### config.mk
export PLATFORM = sky130hd
export DESIGN_NAME = meteor_spawn_scheduler
export DESIGN_NICKNAME = d
export VERILOG_FILES = /design/src/rtl/meteor_spawn_scheduler.sv
export SDC_FILE = /design/constraint.sdc
export NUM_CORES = 1
export LEC_CHECK = 0
export CELL_PAD_IN_SITES_DETAIL_PLACEMENT = 1
export CELL_PAD_IN_SITES_GLOBAL_PLACEMENT = 1
export CORE_MARGIN = 2
export CORE_UTILIZATION = 30
export CTS_CLUSTER_DIAMETER = 60
export DETAILED_ROUTE_END_ITERATION = 6
export PLACE_DENSITY_LB_ADDON = 0.25
export SYNTH_ARGS = -nofsm -noshare
export SYNTH_HDL_FRONTEND = slang
export SYNTH_SLANG_ARGS = --single-unit
export TNS_END_PERCENT = 100
### constraint.sdc
create_clock -name clk -period 2.2 [get_ports clk]
set_input_delay 0.22 -clock clk [delete_from_list [all_inputs] [get_ports clk]]
set_output_delay 0.22 -clock clk [all_outputs]
set_load 0.005 [all_outputs]
### src/rtl/meteor_spawn_scheduler.sv
// Meteor spawn scheduler: paces meteor spawns from frame ticks, hands each
// spawn to a free slot round-robin over a valid/ready handshake, and ramps
// difficulty by shortening the spawn interval as spawns are accepted.
module meteor_spawn_scheduler #(
   parameter int unsigned NUM_SLOTS        = 4,
   parameter int unsigned INIT_INTERVAL    = 60,
   parameter int unsigned MIN_INTERVAL     = 15,
   parameter int unsigned STEP             = 5,
   parameter int unsigned SPAWNS_PER_LEVEL = 8
) (
   input  logic                 clk,
   input  logic                 rst_n,
   input  logic                 frame_tick,
   input  logic                 enable,
   input  logic [15:0]          rnd,
   input  logic [NUM_SLOTS-1:0] retire,
   output logic                 spawn_valid,
   input  logic                 spawn_ready,
   output logic [1:0]           spawn_slot,
   output logic [9:0]           spawn_x,
   output logic [9:0]           spawn_y,
   output logic [9:0]           spawn_size,
   output logic [NUM_SLOTS-1:0] active_mask,
   output logic [7:0]           interval,
   output logic [2:0]           level
);

   typedef enum logic [1:0] {
      WAIT  = 2'd0,
      PICK  = 2'd1,
      OFFER = 2'd2
   } state_t;

   localparam logic [7:0] INIT_V  = 8'(INIT_INTERVAL);
   localparam logic [8:0] MIN_V   = 9'(MIN_INTERVAL);
   localparam logic [8:0] STEP_V  = 9'(STEP);
   localparam logic [7:0] LVL_END = 8'(SPAWNS_PER_LEVEL - 1);
   localparam logic [1:0] LAST_RST = 2'(NUM_SLOTS - 1);

   state_t               state_q, state_d;
   logic [7:0]           timer_q, timer_d;
   logic [NUM_SLOTS-1:0] active_q, active_d;
   logic [1:0]           slot_q, slot_d;
   logic [1:0]           last_q, last_d;
   logic [9:0]           x_q, x_d;
   logic [9:0]           y_q, y_d;
   logic [9:0]           size_q, size_d;
   logic [7:0]           interval_q, interval_d;
   logic [2:0]           level_q, level_d;
   logic [7:0]           cnt_q, cnt_d;

   logic                 pick_found;
   logic [1:0]           pick_idx;
   int unsigned          cand;

   // Round-robin search: first free slot upward from last_granted+1, wrapping.
   always_comb begin
      pick_found = 1'b0;
      pick_idx   = last_q;
      cand       = 0;
      for (int unsigned i = 1; i <= NUM_SLOTS; i++) begin
         cand = (32'(last_q) + i) % NUM_SLOTS;
         if (!pick_found && !active_q[cand[1:0]]) begin
            pick_found = 1'b1;
            pick_idx   = cand[1:0];
         end
      end
   end

   // Next-state logic for the spawn FSM, slot occupancy and difficulty.
   always_comb begin
      state_d    = state_q;
      timer_d    = timer_q;
      active_d   = active_q & ~retire;
      slot_d     = slot_q;
      last_d     = last_q;
      x_d        = x_q;
      y_d        = y_q;
      size_d     = size_q;
      interval_d = interval_q;
      level_d    = level_q;
      cnt_d      = cnt_q;

      case (state_q)
         WAIT: begin
            if (frame_tick && enable && (timer_q < interval_q))
               timer_d = timer_q + 8'd1;
            if ((timer_q >= interval_q) && !(&active_q))
               state_d = PICK;
         end
         PICK: begin
            slot_d  = pick_idx;
            x_d     = 10'd640 + {4'd0, rnd[15:10]};
            y_d     = {2'd0, rnd[9:2]};
            size_d  = 10'd20 + ({8'd0, rnd[1:0]} * 10'd10);
            state_d = OFFER;
         end
         OFFER: begin
            if (spawn_ready) begin
               // Grant wins over any retire on the same slot; that slot was
               // free, so a retire there is a no-op anyway.
               active_d[slot_q] = 1'b1;
               last_d  = slot_q;
               timer_d = '0;
               state_d = WAIT;
               if (cnt_q == LVL_END) begin
                  cnt_d = '0;
                  if (level_q != 3'd7)
                     level_d = level_q + 3'd1;
                  if ({1'b0, interval_q} >= (MIN_V + STEP_V))
                     interval_d = interval_q - STEP_V[7:0];
                  else
                     interval_d = MIN_V[7:0];
               end else begin
                  cnt_d = cnt_q + 8'd1;
               end
            end
         end
         default: state_d = WAIT;
      endcase
   end

   // State registers with asynchronous active-low reset.
   always_ff @(posedge clk or negedge rst_n) begin
      if (!rst_n) begin
         state_q    <= WAIT;
         timer_q    <= '0;
         active_q   <= '0;
         slot_q     <= '0;
         last_q     <= LAST_RST;
         x_q        <= '0;
         y_q        <= '0;
         size_q     <= '0;
         interval_q <= INIT_V;
         level_q    <= '0;
         cnt_q      <= '0;
      end else begin
         state_q    <= state_d;
         timer_q    <= timer_d;
         active_q   <= active_d;
         slot_q     <= slot_d;
         last_q     <= last_d;
         x_q        <= x_d;
         y_q        <= y_d;
         size_q     <= size_d;
         interval_q <= interval_d;
         level_q    <= level_d;
         cnt_q      <= cnt_d;
      end
   end

   assign spawn_valid = (state_q == OFFER);
   assign spawn_slot  = slot_q;
   assign spawn_x     = x_q;
   assign spawn_y     = y_q;
   assign spawn_size  = size_q;
   assign active_mask = active_q;
   assign interval    = interval_q;
   assign level       = level_q;

endmodule

# Word level (Yosys, flattened, before mapping)

Cells that the tools add are included.

Muxes and demuxes: 27
Bitwise gates (word level): 3
Add/sub/neg operators: 10
Reductions and logical operators: 21
Eq/ne operators: 7
$mul: 1
Magnitude comparators: 9

Operator list:

| operator                | count |
|---|---|
| $mux W8                 | 4 |
| $add A8 B1 Y8 const B   | 2 |
| $pmux W8 S2             | 1 |
| $lt A2 B3 Y1 const B    | 5 |
| $mux W2                 | 6 |
| $add A10 B6 Y10 const A | 1 |
| $bmux W1 S2             | 4 |
| $eq A8 B3 Y1 const B    | 1 |
| $ge A8 B5 Y1 const B    | 1 |
| $ge A8 B8 Y1            | 1 |
| $lt A8 B8 Y1            | 1 |
| $mux W1                 | 8 |
| $mux W4                 | 2 |
| $reduce_and A4 Y1       | 2 |
| $sub A8 B3 Y8 const B   | 1 |
| $add A5 B6 Y7 const A   | 1 |
| $logic_and A1 B1 Y1     | 7 |
| $logic_not A1 Y1        | 6 |
| $pmux W2 S3             | 1 |
| $reduce_and A3 Y1       | 2 |
| $mul A2 B3 Y5 const B   | 1 |
| $add A2 B1 Y2 const B   | 2 |
| $add A2 B2 Y2 const B   | 2 |
| $and A4 B4 Y4           | 1 |
| 13 further kinds        | 15 |

Word-level logic and storage cells: 89
Output and inout bits: 48
Register bits: 65

# Depth between registers and ports, before layout

Gate-level depths: netlist of the first run.

Depth in word-level cells: 12
Mapped depth: 8
Gate-level depth less buffers: 7

# Worst setup path before layout of the first run

OpenSTA, ideal clock, no wires.

Path type: flip-flop to flip-flop
Start point: register interval_q[5] (netlist: interval[5])
End point: register timer_q[7]
Data required time: 2.122 ns
Library setup time: 0.078 ns
Slack: -0.222 ns
Arrival time: 2.344 ns
Buffers on the path: 0
Stages on the path, launching flop included: 8
Cell sequence: dfstp_2 > inv_1 > ha_1 > a21o_1 > a311oi_1 > nand4_1 > or3_1 > a21oi_1

Word-level cells in the longest chain between the ends: 4

Ends and longest elaborated chain:

| element                            | line | RTL |
|---|---|---|
| start: declaration                 | 48   | `logic [7:0] interval_q, interval_d;` |
| start signal: assignment           | 146  | `interval_q <= interval_d;` |
| $lt A8 B8 Y1                       | 86   | `if (frame_tick && enable && (timer_q < interval_q))` |
| $logic_and A1 B1 Y1                | 86   |  |
| $ne A2 B2 Y1 (no source line)      | --   |  |
| $reduce_and A3 Y1 (no source line) | --   |  |
| end signal: assignment             | 139  | `timer_q <= timer_d;` |
| end: declaration                   | 41   | `logic [7:0] timer_q, timer_d;` |

No other way between the ends.
A chain may end at the register's enable or synchronous reset.

# Worst setup path after layout of the first run

Start point: register cnt_q[5]
End point: register interval_q[5] (netlist: interval[5])

Word-level cells in the longest chain between the ends: 2

Ends and longest elaborated chain:

| element                            | line | RTL |
|---|---|---|
| start: declaration                 | 50   | `logic [7:0] cnt_q, cnt_d;` |
| start signal: assignment           | 148  | `cnt_q <= cnt_d;` |
| $eq A8 B3 Y1                       | 106  | `if (cnt_q == LVL_END) begin` |
| $reduce_and A3 Y1 (no source line) | --   |  |

No other way between the ends.

==> metrics.yaml, run 1 <==
pwr:
  p_leak_nw: 1.76
  p_per_area_mw_per_mm2: 643
  ir_drop_uv: 254
  power.total_mw: 2.53
route:
  routed_wl_um: 6820
  num_vias: 2275
  drt-initial-drc-count: 70
  ant_nets: 0
  routed_via_density: 4.84
  drc: 0
  wl_per_cell_um: 14.5
  dr.pass1.iters: 4
synthesis:
  synth_edf_count: 0
  synth_commonest_cells: "dfrtp_1 (51), nand2_1 (30), o21ai_0 (24), inv_1 (17), mux2_2 (16)"
  synth_most_common_cell: "dfrtp_1"
  yosysUniqueCellTypes: 38
  async_flop_share: 1.00
  synth_warnings: 0
  ys_dominant_reg_cell: "dfrtp_1"
  synth.area.top_cells: "dfrtp_1 (46%), mux2_2 (6.5%), ha_1 (6.3%), dfstp_2 (5.7%), o21ai_0 (4.3%)"
  ys_seq_area_frac: 0.516
  yosysTopAreaCell: "dfrtp_1"
  syn_avg_cell_area_um2: 10.4
  synth-seq-cells: 57
  synth_top_area_share: 0.459
  synth.cell_area_mm2: 0.00278
  netlist_instances: 268
finish:
  fin_cells: 470
  area_growth_pct: 41.3
  fillerInstances: 1026
  antenna_cells: 0
  final_cell_area_mm2: 0.00393
  postLayoutCoreUtil: 0.431
  final_nets: 393
  drive_above_1_share: 0.209
  ff_latch_area_mm2: 0.00143
  multi_input_area_mm2: 0.00130
die:
  die_height_um: 100
  die_width_um: 100
  coreArea_mm2: 0.00911
  num_rows: 35
  die_area_mm2: 0.0101
  start_util: 0.305
  io_pins: 73
timing:
  final.setup.tns_ns: 0
  skew_ns: 0.00767
  whs_ns: 0.423
  rsz0062_at_grt: "yes"
  hold_viol: 0
  fin_crit_ns: 2.20
  layout_setup_ws_ns: 0.00365
  setup_viol: 0
  fin_crit_sh: 0.998
  slew_viol_final: 0
  fmax_mhz: 455
clock_tree:
  cts_tree: "built"
  clock_sink_count: 57
  h-tree-depth: 3
  numCtsBuffers: 9
  clock_path_buffers: 2
  clk_latency_ns: 0.33
  cts-root-buf: "clkbuf_8"
  clk_pin_slew_ns: 0.07
global_route:
  grt_max_degree: 58
  grt.overflow.total: 0
  grt_usage: 0.140
  grt_pass1_wl_um: 11000
  antenna_found_initial: 0
  grt_pass1_vias: 2317
placement:
  place_hpwl_um: 4900
  place_congestion: 0.738
  dpl-instance-area_mm2: 0.00361
  pre_cts_slack_ns: -0.0424
  numPortBuffers: 63
  dp_cells: 448
critical_path:
  crit_path_top_delay_cell: "or4_4"
  cp_max_fo: 3
  path_buf_inv: 0
  critPathTopFamily: "simple AND/OR/NAND/NOR gates"
  cp_common_cell: "or4_4"
  cpPeakStageDelay_ns: 0.53
  cp_cell_sequence: "or4_4, or4_4, or4_4, nor3_2, a21o_1"
  required_ns: 2.48
  worst-endpoint-arrival_ns: 2.48
  crit_type: "register to register"
  start_kind: "register"
  worstSetupEndpointType: "register"
min_path:
  hp-class: "primary input to asynchronous set/reset pin"
run_status:
  outcome: "finished clean"
run:
  cap_violations: 0
[layer usage]
metal,vias to the layer above,global-route usage,part of all wire
met3,7,0.0620,0.065
met4,0,0.0400,0.011
met1,1121,0.178,0.46
met2,54,0.217,0.47
li1,1093,-,-
met5,-,0,0
[cell type report]
cell class                 instances  share of cell area
sequential                        57               0.365
tap                              111              0.0354
inverter                          17              0.0162
timing repair buffer              83               0.201
clock buffer                      10              0.0350
clock inverter                     6              0.0169
multi-input combinational        186               0.330
[where the power goes]
part	leakage, nW	switching, mW	internal, mW
Sequential	0.691	0.0677	1.10
Clock	0.0949	0.449	0.555
Combinational	0.971	0.159	0.189
[flip-flops by register name (all words and copies together), names as in the netlist]
register / flops
last_q: 2
level: 3
interval: 8
spawn_x: 7
cnt_q: 8
spawn_slot: 2
spawn_size: 5
spawn_y: 8
active_mask: 4
timer_q: 8
state_q: 2
[cells by family after synthesis]
family	after synthesis	synth area share
AND/OR/NAND/NOR	86	0.160
flip-flops	57	0.516
AO/OA/AOI/OAI	52	0.108
buffers and inverters	33	0.0581
multiplexers	17	0.0684
adder cells (fa/ha/maj)	14	0.0630
XOR/XNOR	8	0.0252
other	1	0.00135
[worst register-to-register path, cell delays in order, from the launching register on]
cell,delay [ns]
dfrtp_1,0.38
or4_4,0.53
or4_4,0.44
or4_4,0.51
nor3_2,0.18
a21o_1,0.11
[cells in the final DEF, fill, tap and decap left out, types with 10 or more instances in the layout]
cell             synthesis  routed
o21ai_0                 24      24
mux2_2                  16      16
dfrtp_1                 51      51
buf_4                   10      18
clkbuf_8                 0      10
ha_1                    14      12
clkdlybuf4s50_1          0      62
inv_1                   17      15
nand2_1                 30      29
nor2_1                  14      14
[worst paths after layout]
kind / from / end / cells past startpoint / slack [ns]
max: cnt_q[5] / interval[5] / 5 / 0.004
min: rst_n / interval[7] / 3 / 0.42
max reg2reg: cnt_q[5] / interval[5] / 5 / 0.004
min reg2reg: spawn_size[5] / spawn_size[5] / 2 / 0.49
max in group asynchronous: rst_n / last_q[1] / 3 / 1.46
min in group clk: retire[2] / active_mask[2] / 2 / 0.45
[timing repair]
action	CTS	global route
endpoints found under the setup margin	3	8
pin swaps	1	11
buffers inserted	0	5
endpoints found under the hold margin	51	0
resized for setup	1	14
hold buffers	1	0
No activity file was read; power rests on OpenSTA's default activity.
==> run 2: changes to the inputs <==
--- a/config.mk
+++ b/config.mk
@@ -8,7 +8,7 @@
 export CELL_PAD_IN_SITES_DETAIL_PLACEMENT = 1
 export CELL_PAD_IN_SITES_GLOBAL_PLACEMENT = 1
 export CORE_MARGIN = 2
-export CORE_UTILIZATION = 30
+export CORE_UTILIZATION = 33
 export CTS_CLUSTER_DIAMETER = 60
 export DETAILED_ROUTE_END_ITERATION = 6
 export PLACE_DENSITY_LB_ADDON = 0.25
==> run 2 against run 1 <==
  * Combinational power increased by 7.2%
  * Critical path depth unchanged
  * Non-clock buffer count increased by 6
  * Clock power increased by 13%
  * Fmax increased by 0.21%
  * Hold slack got worse by 0.39 ns
  * Flip-flop and latch count unchanged
  * Setup slack improved by 0.0046 ns
  * Largest power group unchanged
  * Cell area increased by 1.1%
  * Total power increased by 5.5%
  * Critical path type unchanged
==> metrics.yaml, run 2 (same netlist as run 1, synthesis figures left out) <==
placement:
  place_congestion: 0.826  # +12%
  place_hpwl_um: 4940  # +0.79%
  numPortBuffers: 63  # unchanged
finish:
  fillerInstances: 940  # -8.4%
  final_common_cell: "clkdlybuf4s50_1"
  final_nets: 399  # +1.5%
  multi_input_area_mm2: 0.00129  # -0.48%
  area_growth_pct: 42.9
  postLayoutCoreUtil: 0.486  # +0.0548
  final_cell_mix: "clkdlybuf4s50_1 (62), dfrtp_1 (51), nand2_1 (29)"
  antenna_cells: 0  # unchanged
  ff_latch_area_mm2: 0.00143  # unchanged
  drive_above_1_share: 0.220  # +0.0109
timing:
  slew_viol_final: 0  # unchanged
  worst-slew-pin-transition_ns: 0.767
  hold_viol: 0  # unchanged
  fin_crit_sh: 0.996  # -0.00209
  fmax_mhz: 456  # +0.21%
  rsz0062_at_grt: "yes"
  final.setup.tns_ns: 0  # unchanged
  fin_crit_ns: 2.19  # -0.00461 ns
  skew_ns: 0.0119  # +0.00425 ns
  relSlewSlack: 0.489
  setup_viol: 0  # unchanged
die:
  io_pins: 73  # unchanged
  die_width_um: 95.8  # -4.5%
  start_util: 0.340  # +0.0348
  num_rows: 33  # -5.7%
  die_height_um: 95.8  # -4.5%
  coreArea_mm2: 0.00818  # -10%
  die_area_mm2: 0.00917  # -8.7%
clock_tree:
  clock_path_buffers: 2  # unchanged
  numCtsBuffers: 9  # unchanged
  h-tree-depth: 3  # unchanged
  cts-root-buf: "clkbuf_8"
  cts_tree: "built"
  clk_latency_ns: 0.34  # about the same
  clk_pin_slew_ns: 0.06  # about the same
  clock_sink_count: 57  # unchanged
  hold_buffers: 0  # -1
global_route:
  antenna_found_initial: 0  # unchanged
  grt.overflow.total: 0  # unchanged
  grt_max_degree: 58  # unchanged
  grt_pass1_wl_um: 11600  # +5.5%
  grt_pass1_vias: 2463  # +6.3%
  grt_usage: 0.167  # +0.0267
critical_path:
  start_kind: "register"
  worst-endpoint-arrival_ns: 2.47  # about the same
  required_ns: 2.48  # about the same
  cp_max_fo: 3  # unchanged
  crit_type: "register to register"
  worstSetupEndpointType: "register"
route:
  drt-initial-drc-count: 10  # -86%
  ant_nets: 0  # unchanged
  dr.pass1.iters: 4  # unchanged
  routed_wl_um: 6910  # +1.3%
  wl_per_cell_um: 14.7  # +1.6%
  routed_via_density: 4.86  # +0.43%
  drc: 0  # unchanged
  num_vias: 2280  # +0.22%
min_path:
  hp-class: "primary input to asynchronous set/reset pin"
run:
  cap_violations: 0  # unchanged
pwr:
  ir_drop_uv: 419  # +65%
  p_per_area_mw_per_mm2: 670  # +4.3%
  p_leak_nw: 1.80  # +2.4%
run_status:
  outcome: "finished clean"
==> run 2: power by group <==
part | switching, mW | internal (mW) | leakage [nW] | total [mW]
clock network | 0.406 | 0.725 | 0.116 | 1.13
logic | 0.173 | 0.200 | 0.993 | 0.373
registers | 0.0538 | 1.11 | 0.691 | 1.16
==> run 2: cell type report <==
class / instances / area share
Inverter: 17 / 0.0161
Clock inverter: 2 / 0.0151
Multi-Input combinational cell: 186 / 0.325
Tap cell: 105 / 0.0331
Sequential cell: 57 / 0.361
Clock buffer: 13 / 0.0425
Timing Repair Buffer: 89 / 0.207
==> run 2: worst paths after layout <==
check,start,endpoint,slack [ns],depth (start not counted)
setup / recovery,cnt_q[5],interval[5],0.008,5
hold / removal,rst_n,level[0],0.03,2
setup reg to reg,cnt_q[5],interval[5],0.008,5
hold reg to reg,spawn_size[2],spawn_size[2],0.48,2
max in group asynchronous,rst_n,timer_q[0],1.66,2
min in group clk,retire[3],active_mask[3],0.44,2
==> run 2: repair_timing <==
| item | in CTS | in global routing |
|---|---|---|
| pin swaps | 1 | 8 |
| resized for setup | 2 | 13 |
| buffers inserted | 0 | 8 |
| hold endpoints to repair | 0 | 0 |
| endpoints found under the setup margin | 5 | 8 |
==> run 2: worst max-delay path, cell delays in order (launching register included) <==
cell,delay (ns)
dfrtp_1,0.38
or4_4,0.53
or4_4,0.43
or4_4,0.52
nor3_2,0.17
a21o_1,0.10
==> run 2: routing by layer <==
metal,vias to the layer above,wire [um],global-route usage
met3,13,480,0.0587
met2,65,3290,0.269
met5,-,0,0
met4,0,139,0.0821
li1,1104,-,-
met1,1098,3000,0.198
==> run 2: through the flow <==
stage / hold WS [ns] / setup slack (ns) / instance area, um2 / instances / total power, mW
3_3_place_gp: 0.432 / 0.00208 / 3620 / 446 / 1.50
3_5_place_dp: 0.432 / -0.0460 / 3620 / 446 / 1.52
5_1_grt: 0.0775 / -0.0544 / 3970 / 469 / 2.81
2_1_floorplan: -0.0756 / 0.0276 / 2830 / 276 / 1.34
6_report: 0.0311 / 0.00826 / 3970 / 469 / 2.66
4_1_cts: 0.0617 / -0.00786 / 3860 / 461 / 2.68
==> run 3: changes to the inputs <==
--- a/config.mk
+++ b/config.mk
@@ -12,6 +12,7 @@
 export CTS_CLUSTER_DIAMETER = 60
 export DETAILED_ROUTE_END_ITERATION = 6
 export PLACE_DENSITY_LB_ADDON = 0.25
+export SETUP_SLACK_MARGIN = 0.15
 export SYNTH_ARGS = -nofsm -noshare
 export SYNTH_HDL_FRONTEND = slang
 export SYNTH_SLANG_ARGS = --single-unit
==> run 3 against run 2 <==
  * First-iteration DRC count grew to 7.0 times the previous value
  * Cell area down 0.72%
  * Final cell count fell by 1.3%
  * Setup slack gained 0.0046 ns
  * Sequential share of layout area up 0.26 points
  * Fmax increased by 0.21%
  * Critical path type unchanged
==> metrics.yaml, run 3 (same netlist as run 1, synthesis figures left out) <==
route:
  drt-initial-drc-count: 70  # +60
  ant_nets: 0  # unchanged
  drc: 0  # unchanged
  dr_wl_met2_um: 3500  # +6.4%
  drt-met1-wl_um: 3090  # +3.2%
  routed_wl_um: 7100  # +2.8%
  wl_per_cell_um: 15.3  # +4.1%
  routed_via_density: 4.90  # +0.85%
  highest_layer: "met4"
  dr_wl_met3_um: 416  # -13%
  num_vias: 2270  # -0.44%
  dr.pass1.iters: 6  # +2
run:
  cap_violations: 0  # unchanged
pwr:
  p_leak_nw: 1.76  # -2.3%
  power.internal_mw: 1.98  # -2.3%
  p_seq_frac: 0.440  # +0.005
  combPwrFrac: 0.130  # -0.010
  power.total_mw: 2.66  # -0.24%
  p_sw_frac: 0.253  # +0.0154
  clkPwrFrac: 0.430  # +0.005
  p_sw_mw: 0.672  # +6.2%
  p_per_area_mw_per_mm2: 674  # +0.49%
  ir_drop_uv: 295  # -30%
run_status:
  outcome: "finished clean"
finish:
  final_common_cell: "clkdlybuf4s50_1"
  antenna_cells: 0  # unchanged
  drive_above_1_share: 0.221  # +0.000890
  area_growth_pct: 41.9
  final_cell_mix: "clkdlybuf4s50_1 (62), dfrtp_1 (51), nand2_1 (29)"
  final_cell_area_mm2: 0.00395  # -0.72%
  final_nets: 392  # -1.8%
  fillerInstances: 913  # -2.9%
  fin_cells: 463  # -1.3%
global_route:
  grt_usage: 0.171  # +0.00371
  grt_pass1_vias: 2503  # +1.6%
  grt_max_degree: 58  # unchanged
  grt.overflow.total: 0  # unchanged
  antenna_found_initial: 0  # unchanged
  grt_pass1_wl_um: 12000  # +3.8%
die:
  io_pins: 73  # unchanged
  die_area_mm2: 0.00917  # unchanged
  die_height_um: 95.8  # unchanged
  die_width_um: 95.8  # unchanged
  start_util: 0.340  # unchanged
  num_rows: 33  # unchanged
  coreArea_mm2: 0.00818  # unchanged
placement:
  place_hpwl_um: 4940  # about the same
  dp_cells: 441  # -1.1%
  place_congestion: 0.771  # -6.6%
  dpl-instance-area_mm2: 0.00360  # -0.69%
  numPortBuffers: 63  # unchanged
  pre_cts_slack_ns: -0.0160  # +0.0300 ns
critical_path:
  cp_max_fo: 3  # unchanged
  worst-endpoint-arrival_ns: 2.48  # about the same
  worstSetupEndpointType: "register"
  crit_type: "register to register"
  start_kind: "register"
  required_ns: 2.49  # about the same
clock_tree:
  clk_latency_ns: 0.34  # about the same
  clk_pin_slew_ns: 0.07  # about the same
  clock_sink_count: 57  # unchanged
  cts_tree: "built"
  numCtsBuffers: 9  # unchanged
  cts-root-buf: "clkbuf_8"
  clock_path_buffers: 2  # unchanged
  h-tree-depth: 3  # unchanged
timing:
  worst-slew-pin-transition_ns: 0.748  # -0.0189 ns
  layout_setup_ws_ns: 0.0128  # +0.00457 ns
  rsz0062_at_grt: "yes"
  fmax_mhz: 457  # +0.21%
  relSlewSlack: 0.501  # +0.0126
  hold_viol: 0  # unchanged
  slew_viol_final: 0  # unchanged
  setup_viol: 0  # unchanged
  skew_ns: 0.00657  # -0.00536 ns
  fin_crit_sh: 0.994  # -0.00208
  fin_crit_ns: 2.19  # -0.00457 ns
min_path:
  hp-class: "primary input to asynchronous set/reset pin"
[run 3: cell types whose count changed in the layout (fill, tap and decap cells not counted), sizes merged]
cell / change
clkinv: +2
buf: -7
clkinvlp: +1
clkbuf: -2
[run 3: final timing paths]
check / start / endpoint / slack [ns] / cells after the start
worst max-delay path: cnt_q[5] / interval[5] / 0.01 / 5
max in group asynchronous: rst_n / interval[6] / 1.67 / 2
worst max register to register: cnt_q[5] / interval[5] / 0.01 / 5
worst min-delay path: rst_n / interval[0] / 0.02 / 2
worst min register to register: spawn_size[3] / spawn_size[3] / 0.48 / 2
min in group clk: retire[1] / active_mask[1] / 0.44 / 2
[run 3: area by class of cell]
type                       count  area, um2  area share
clock buffer                  11        151      0.0384
clock inverter                 5       77.6      0.0197
inverter                      17       63.8      0.0162
multi-input combinational    186       1320       0.333
sequential                    57       1430       0.363
tap                          105        131      0.0333
timing repair buffer          82        772       0.196
[run 3: power groups by stage]
stage | registers, mW | logic (mW) | clock network (mW)
2_1_floorplan | 1.17 | 0.177 | 0
3_3_place_gp | 1.18 | 0.300 | 0
4_1_cts | 1.17 | 0.331 | 1.18
5_1_grt | 1.18 | 0.394 | 1.21
3_5_place_dp | 1.19 | 0.318 | 0
6_report | 1.17 | 0.346 | 1.14
[run 3: stage by stage]
step	TNS [ns]	hold WS, ns	utilization
final	0	0.0227	0.483
after global routing	-0.134	0.0821	0.483
after CTS	0	0.0473	0.473
after detailed placement	-0.0209	0.421	0.440
after global placement	0	0.420	0.440
after floorplan	0	-0.0756	-
[run 3: timing repair]
action	CTS	global route
endpoints found under the setup margin	12	15
pin swaps	7	9
setup buffers	3	3
gates resized for setup	5	20
hold buffers	0	0
[run 3: worst max-delay path: stages (launching register included)]
cell,delay [ns]
dfrtp_1,0.38
or4_4,0.54
or4_4,0.45
or4_4,0.52
nor3_2,0.16
a21o_1,0.10
[run 3: per-layer routing]
metal | track usage | vias to the layer above
li1 | - | 1093
met1 | 0.204 | 1120
met2 | 0.287 | 47
met3 | 0.0525 | 10
met4 | 0.0655 | 0
met5 | 0 | -
